--- src/rtl/mem_access_unit.sv ---
// mem_access_unit: sits between the control FSM and a single-port RAM with
// synchronous read and synchronous write. It services one request at a time:
// an instruction fetch into ir_out, or a data load/store.
// Byte and halfword lanes are little-endian. Word loads from unaligned
// addresses are rotated, and byte/halfword loads can be sign-extended.
// The RAM has only one word-wide write enable, so byte and halfword stores
// are done as read-modify-write.
module mem_access_unit #(
    parameter int RAM_AW = 10
) (
    input  logic              clk,
    input  logic              rst,
    input  logic              req_valid,
    output logic              req_ready,
    input  logic              req_fetch,
    input  logic              req_we,
    input  logic [1:0]        req_size,
    input  logic              req_signed,
    input  logic [31:0]       req_addr,
    input  logic [31:0]       req_wdata,
    output logic              done,
    output logic              abort,
    output logic [31:0]       rdata,
    output logic [31:0]       ir_out,
    output logic              ir_load,
    output logic              ram_en,
    output logic              ram_we,
    output logic [RAM_AW-1:0] ram_addr,
    output logic [31:0]       ram_wdata,
    input  logic [31:0]       ram_rdata
);

    typedef enum logic [2:0] {
        S_IDLE, S_RD, S_CAP, S_WR, S_RMW_RD, S_RMW_CAP
    } state_t;

    state_t              state_q, state_d;
    logic [RAM_AW+1:0]   addr_q, addr_d;
    logic [1:0]          size_q, size_d;
    logic                signed_q, signed_d;
    logic                fetch_q, fetch_d;
    logic [31:0]         data_q, data_d;      // store data, later the merged RMW word
    logic                done_q, done_d;
    logic                abort_q, abort_d;
    logic                ir_load_q, ir_load_d;
    logic [31:0]         rdata_q, rdata_d;
    logic [31:0]         ir_q, ir_d;

    // Address bits above the RAM range are intentionally ignored.
    logic unused_addr_bits;
    assign unused_addr_bits = ^req_addr[31:RAM_AW+2];

    // Lane extraction for loads. Word loads rotate right by 8*addr[1:0].
    function automatic logic [31:0] fmt_load(input logic [31:0] w, input logic [1:0] a,
                                             input logic [1:0] sz, input logic sg);
        logic [7:0]  b;
        logic [15:0] h;
        logic [31:0] r;
        case (a)
            2'd0:    b = w[7:0];
            2'd1:    b = w[15:8];
            2'd2:    b = w[23:16];
            default: b = w[31:24];
        endcase
        h = a[1] ? w[31:16] : w[15:0];
        case (sz)
            2'b00: r = {{24{sg & b[7]}}, b};
            2'b01: r = {{16{sg & h[15]}}, h};
            default: begin
                case (a)
                    2'd0:    r = w;
                    2'd1:    r = {w[7:0],  w[31:8]};
                    2'd2:    r = {w[15:0], w[31:16]};
                    default: r = {w[23:0], w[31:24]};
                endcase
            end
        endcase
        return r;
    endfunction

    // Replace one byte or halfword lane of the old RAM word with new store data.
    function automatic logic [31:0] merge_lane(input logic [31:0] old, input logic [31:0] wd,
                                               input logic [1:0] a, input logic [1:0] sz);
        logic [31:0] r;
        r = old;
        if (sz == 2'b00) begin
            case (a)
                2'd0:    r[7:0]   = wd[7:0];
                2'd1:    r[15:8]  = wd[7:0];
                2'd2:    r[23:16] = wd[7:0];
                default: r[31:24] = wd[7:0];
            endcase
        end else if (a[1]) begin
            r[31:16] = wd[15:0];
        end else begin
            r[15:0] = wd[15:0];
        end
        return r;
    endfunction

    // State and output registers. The async reset also drops ram_we at once.
    always_ff @(posedge clk or negedge rst) begin
        if (!rst) begin
            state_q   <= S_IDLE;
            addr_q    <= '0;
            size_q    <= 2'b00;
            signed_q  <= 1'b0;
            fetch_q   <= 1'b0;
            data_q    <= '0;
            done_q    <= 1'b0;
            abort_q   <= 1'b0;
            ir_load_q <= 1'b0;
            rdata_q   <= '0;
            ir_q      <= '0;
        end else begin
            state_q   <= state_d;
            addr_q    <= addr_d;
            size_q    <= size_d;
            signed_q  <= signed_d;
            fetch_q   <= fetch_d;
            data_q    <= data_d;
            done_q    <= done_d;
            abort_q   <= abort_d;
            ir_load_q <= ir_load_d;
            rdata_q   <= rdata_d;
            ir_q      <= ir_d;
        end
    end

    // Next-state logic: dispatch on accept, sequence the RAM and format the result.
    always_comb begin
        state_d   = state_q;
        addr_d    = addr_q;
        size_d    = size_q;
        signed_d  = signed_q;
        fetch_d   = fetch_q;
        data_d    = data_q;
        done_d    = 1'b0;
        abort_d   = 1'b0;
        ir_load_d = 1'b0;
        rdata_d   = rdata_q;
        ir_d      = ir_q;
        case (state_q)
            S_IDLE: begin
                if (req_valid) begin
                    addr_d   = req_addr[RAM_AW+1:0];
                    size_d   = req_size;
                    signed_d = req_signed;
                    fetch_d  = req_fetch;
                    data_d   = req_wdata;
                    if (!req_fetch && req_size == 2'b01 && req_addr[0]) begin
                        abort_d = 1'b1;                // misaligned halfword: no RAM access
                    end else if (req_fetch || !req_we) begin
                        state_d = S_RD;
                    end else if (req_size[1]) begin
                        state_d = S_WR;                // word (or reserved size) store
                    end else begin
                        state_d = S_RMW_RD;
                    end
                end
            end
            S_RD:  state_d = S_CAP;
            S_CAP: begin
                if (fetch_q) begin
                    ir_d      = ram_rdata;
                    ir_load_d = 1'b1;
                end else begin
                    rdata_d = fmt_load(ram_rdata, addr_q[1:0], size_q, signed_q);
                end
                done_d  = 1'b1;
                state_d = S_IDLE;
            end
            S_WR: begin
                done_d  = 1'b1;
                state_d = S_IDLE;
            end
            S_RMW_RD:  state_d = S_RMW_CAP;
            S_RMW_CAP: begin
                data_d  = merge_lane(ram_rdata, data_q, addr_q[1:0], size_q);
                state_d = S_WR;
            end
            default: state_d = S_IDLE;
        endcase
    end

    assign req_ready = (state_q == S_IDLE);
    assign ram_en    = (state_q == S_RD) || (state_q == S_WR) || (state_q == S_RMW_RD);
    assign ram_we    = (state_q == S_WR);
    assign ram_addr  = addr_q[RAM_AW+1:2];
    assign ram_wdata = data_q;
    assign done      = done_q;
    assign abort     = abort_q;
    assign ir_load   = ir_load_q;
    assign rdata     = rdata_q;
    assign ir_out    = ir_q;

endmodule

--- config.mk ---
export PLATFORM = sky130hd
export DESIGN_NAME = mem_access_unit
export DESIGN_NICKNAME = d
export VERILOG_FILES = /design/src/rtl/mem_access_unit.sv
export SDC_FILE = /design/constraint.sdc
export NUM_CORES = 1
export LEC_CHECK = 0
export BUFFER_PORTS_ARGS = -buffer_cell sky130_fd_sc_hd__buf_2
export CORE_ASPECT_RATIO = 0.75
export CORE_MARGIN = 1.5
export CORE_UTILIZATION = 45
export DETAILED_ROUTE_END_ITERATION = 8
export GPL_ROUTABILITY_DRIVEN = 0
export PLACE_DENSITY = 0.73
export SLEW_MARGIN = 25
export SYNTH_ARGS = -nofsm -noshare
export SYNTH_HDL_FRONTEND = slang
export SYNTH_SLANG_ARGS = --single-unit
--- constraint.sdc ---
create_clock -name clk -period 2.68 [get_ports clk]
set_input_delay 0.804 -clock clk [delete_from_list [all_inputs] [get_ports clk]]
set_output_delay 0.804 -clock clk [all_outputs]
set_load 0.02 [all_outputs]
==> out/summary.log <==
[clock_network] total setup buffers inserted after CTS 0
[synthesis] most frequent cells after synthesis sky130_fd_sc_hd__nand2_1, sky130_fd_sc_hd__dfrtp_1, sky130_fd_sc_hd__mux2_2
[clock_network] root buf cell sky130_fd_sc_hd__clkbuf_16
[synthesis] Synth Flop Type sky130_fd_sc_hd__dfrtp_1
[critical_path] crit path max fanout 13
[sta] Tightest Pin Transition 953 ps
[global_routing] initial antenna violation count 1
[sta] final setup fails 0
[clock_network] number of levels the H-tree was split into 4
[cells_and_area] register area 2950 um2
[route] drt pass-1 iters 5
[critical_path] crit path launch type flip-flop
[global_routing] largest net degree at the start of global routing 70
[worst_hold_path] Min-Delay Path Class in2async
[clock_network] Worst-Skew Late Latency 410 ps
[cells_and_area] total area of multi-input combinational cells 2860 um2
[global_routing] vias in the first global route 5374
[cells_and_area] layout filler cell count 1166
[synthesis] most used standard cell by instance count after synthesis sky130_fd_sc_hd__nand2_1
[floorplanning] area of the die 14200 um2
[cells_and_area] layout net count 879
[critical_path] Data arrival, critical path 1500 ps
[clock_network] number of buffers on the longest clock path 2
[sta] sum of negative setup slack 0 ps
[critical_path] Crit path required time 1880 ps
[cells_and_area] core utilization of the finished layout 59.4%
[clock_network] CTS buffer count 17
[synthesis] synthesized netlist net count 701
[sta] unrepaired setup endpoints after global routing false
[sta] Achievable Freq 0.434 GHz
[synthesis] Post-Syn Area 6060 um2
[floorplanning] area of the core region 13100 um2
[sta] Worst slew margin 35.9%
[floorplanning] vertical die dimension 104 um
[floorplanning] Top-Level Pins 216
[synthesis] Syn Inst Count 597
[route] post-DR vias/cell 5.59
[synthesis] flop and latch count out of synthesis 118
[clock_network] cells resized by post-CTS repair 0
[global_routing] remaining global-route overflow 0
[power] maximum VDD drop 0.000747 V
[placement] instance count after placement with tap cells included 927
[cells_and_area] Diodes inserted 0
[critical_path] Worst Setup End Kind output pin
[floorplanning] effective utilization at floorplan 46.4%
[clock_network] Clock Pin Slew Worst Setup and Hold Paths 50 ps
[placement] final HPWL from detailed placement 13700 um
[synthesis] fraction of registers with async set or reset after synthesis 100%
[synthesis] Syn. warnings 0
[route] Routed Wire Length 18400 um
[synthesis] unique cell type count in the Yosys netlist 44
[floorplanning] chip width 137 um
[synthesis] top cell type by total area after synthesis sky130_fd_sc_hd__dfrtp_1
[power] static leakage 3.82 nW
[synthesis] Avg Inst Size Synth 10.2 um2
[critical_path] Worst Path Class, Setup reg2out
[route] Initial DRC Count 393
[sta] final-report hold violation count 0
[sta] Setup Skew 7.15 ps
[route] count of nets left with antenna violations after detail routing 0
[clock_network] Clock Sinks 118
[outcome] outcome completed
[route] DR vias 5363
[synthesis] Area contributors post-synth sky130_fd_sc_hd__dfrtp_1, sky130_fd_sc_hd__mux2_2, sky130_fd_sc_hd__nand2_1
[cells_and_area] Layout area overhead 28.0%
[sta] pins over their slew limit 0
[clock_network] TritonCTS clock tree built
[synthesis] count of flip-flops with a built-in enable after synthesis 0
[route] Remaining DRCs 0
[cells_and_area] layout cell share with drive strength beyond 1 40.6%
[global_routing] overall routing resource usage 27.3%
[route] average wire per cell in the routed design 19.1 um
[cells_and_area] Finished Layout Cells 959
[placement] port buffer count 195
[sta] post-route minimum period 2300 ps
[sta] ratio of final minimum period to clock period 86.0%
[synthesis] post-synthesis sequential area ratio 48.7%
[clock_network] hold buffer count at CTS 0
[power] power per cell area 1400 nW/um2
[global_routing] first-pass GRT wire length 29200 um
[critical_path] r2r worst-path depth 5
[job] Max-Cap Viols 0
[floorplanning] total number of placement rows 36
[synthesis] Synth top area share 48.7%
[sequential cells by signal (all words and copies together) (netlist names)]
register	flops
size_q	2
rdata	32
ir_out	32
done	1
state_q	3
ram_wdata	32
ir_load	1
fetch_q	1
addr_q	12
signed_q	1
abort	1
[metal layers]
layer	track usage, %	up-vias	wire length (um)
li1	-	2455	-
met1	39.2	2629	8410
met2	39.8	249	8030
met3	7.59	28	1550
met4	9.10	2	361
met5	0	-	12
[cells by family (layout without fill, tap and decap cells)]
family,Yosys count,in the layout,share of synthesized area (%)
AND/OR/NAND/NOR,202,202,14.2
flip-flops,118,118,48.7
AO/OA/AOI/OAI,112,112,12.5
multiplexers,111,111,20.3
buffers and inverters,54,245,4.38
[metrics by stage]
step | hold slack (ps) | instance area, um2 | setup slack (ps) | total power (W)
global placement | 452 | 7150 | 483 | 0.00833
global route | 426 | 7760 | 248 | 0.0115
floorplan | 447 | 6060 | 629 | 0.00685
detailed placement | 458 | 7150 | 449 | 0.00850
finish | 399 | 7760 | 375 | 0.0108
CTS | 411 | 7760 | 351 | 0.0109
[layout by cell type (no fill, tap or decap), types with 7 or more instances in the layout]
| cell type | n |
|---|---|
| sky130_fd_sc_hd__o21ai_0 | 39 |
| sky130_fd_sc_hd__a21o_1 | 8 |
| sky130_fd_sc_hd__nand2_1 | 136 |
| sky130_fd_sc_hd__mux2_2 | 64 |
| sky130_fd_sc_hd__mux2i_1 | 44 |
| sky130_fd_sc_hd__nor2_1 | 38 |
| sky130_fd_sc_hd__nand3_1 | 10 |
| sky130_fd_sc_hd__a221oi_1 | 7 |
| sky130_fd_sc_hd__buf_2 | 194 |
| sky130_fd_sc_hd__clkbuf_16 | 17 |
| sky130_fd_sc_hd__a21oi_1 | 17 |
| sky130_fd_sc_hd__buf_4 | 16 |
| sky130_fd_sc_hd__a211oi_1 | 9 |
| sky130_fd_sc_hd__dfrtp_1 | 117 |
[cell type report]
cell class,count,area share [%]
clock buffer,24,6.34
clock inverter,8,1.55
inverter,2,0.0968
multi-input combinational,425,36.9
sequential,118,38.1
tap,171,2.76
timing repair buffer,211,14.3
[power breakdown]
group          internal (W)  switching [W]  total, W  leakage, nW
Sequential          0.00267       0.000752   0.00342         1.43
Clock               0.00155       0.000772   0.00233        0.296
Combinational       0.00202        0.00308   0.00510         2.10
Total               0.00624        0.00460    0.0108         3.82
[path summary, 6_finish.rpt]
check	start	end	slack, ps
worst max-delay path	state_q[0]	ram_en	380
worst max register to register	addr_q[1]	rdata[10]	500
worst min register to register	addr_q[3]	addr_q[3]	470
min in group clk	addr_q[3]	addr_q[3]	470
max in group asynchronous	rst	rdata[27]	1750
worst min-delay path	rst	addr_q[11]	400
[worst max-delay path: stages (launching register included)]
cell and delay [ps]:
sky130_fd_sc_hd__dfrtp_1 600, sky130_fd_sc_hd__nor2_1 70, sky130_fd_sc_hd__mux2_2 270, sky130_fd_sc_hd__buf_2 160
Power figures use the tool's default switching activity.
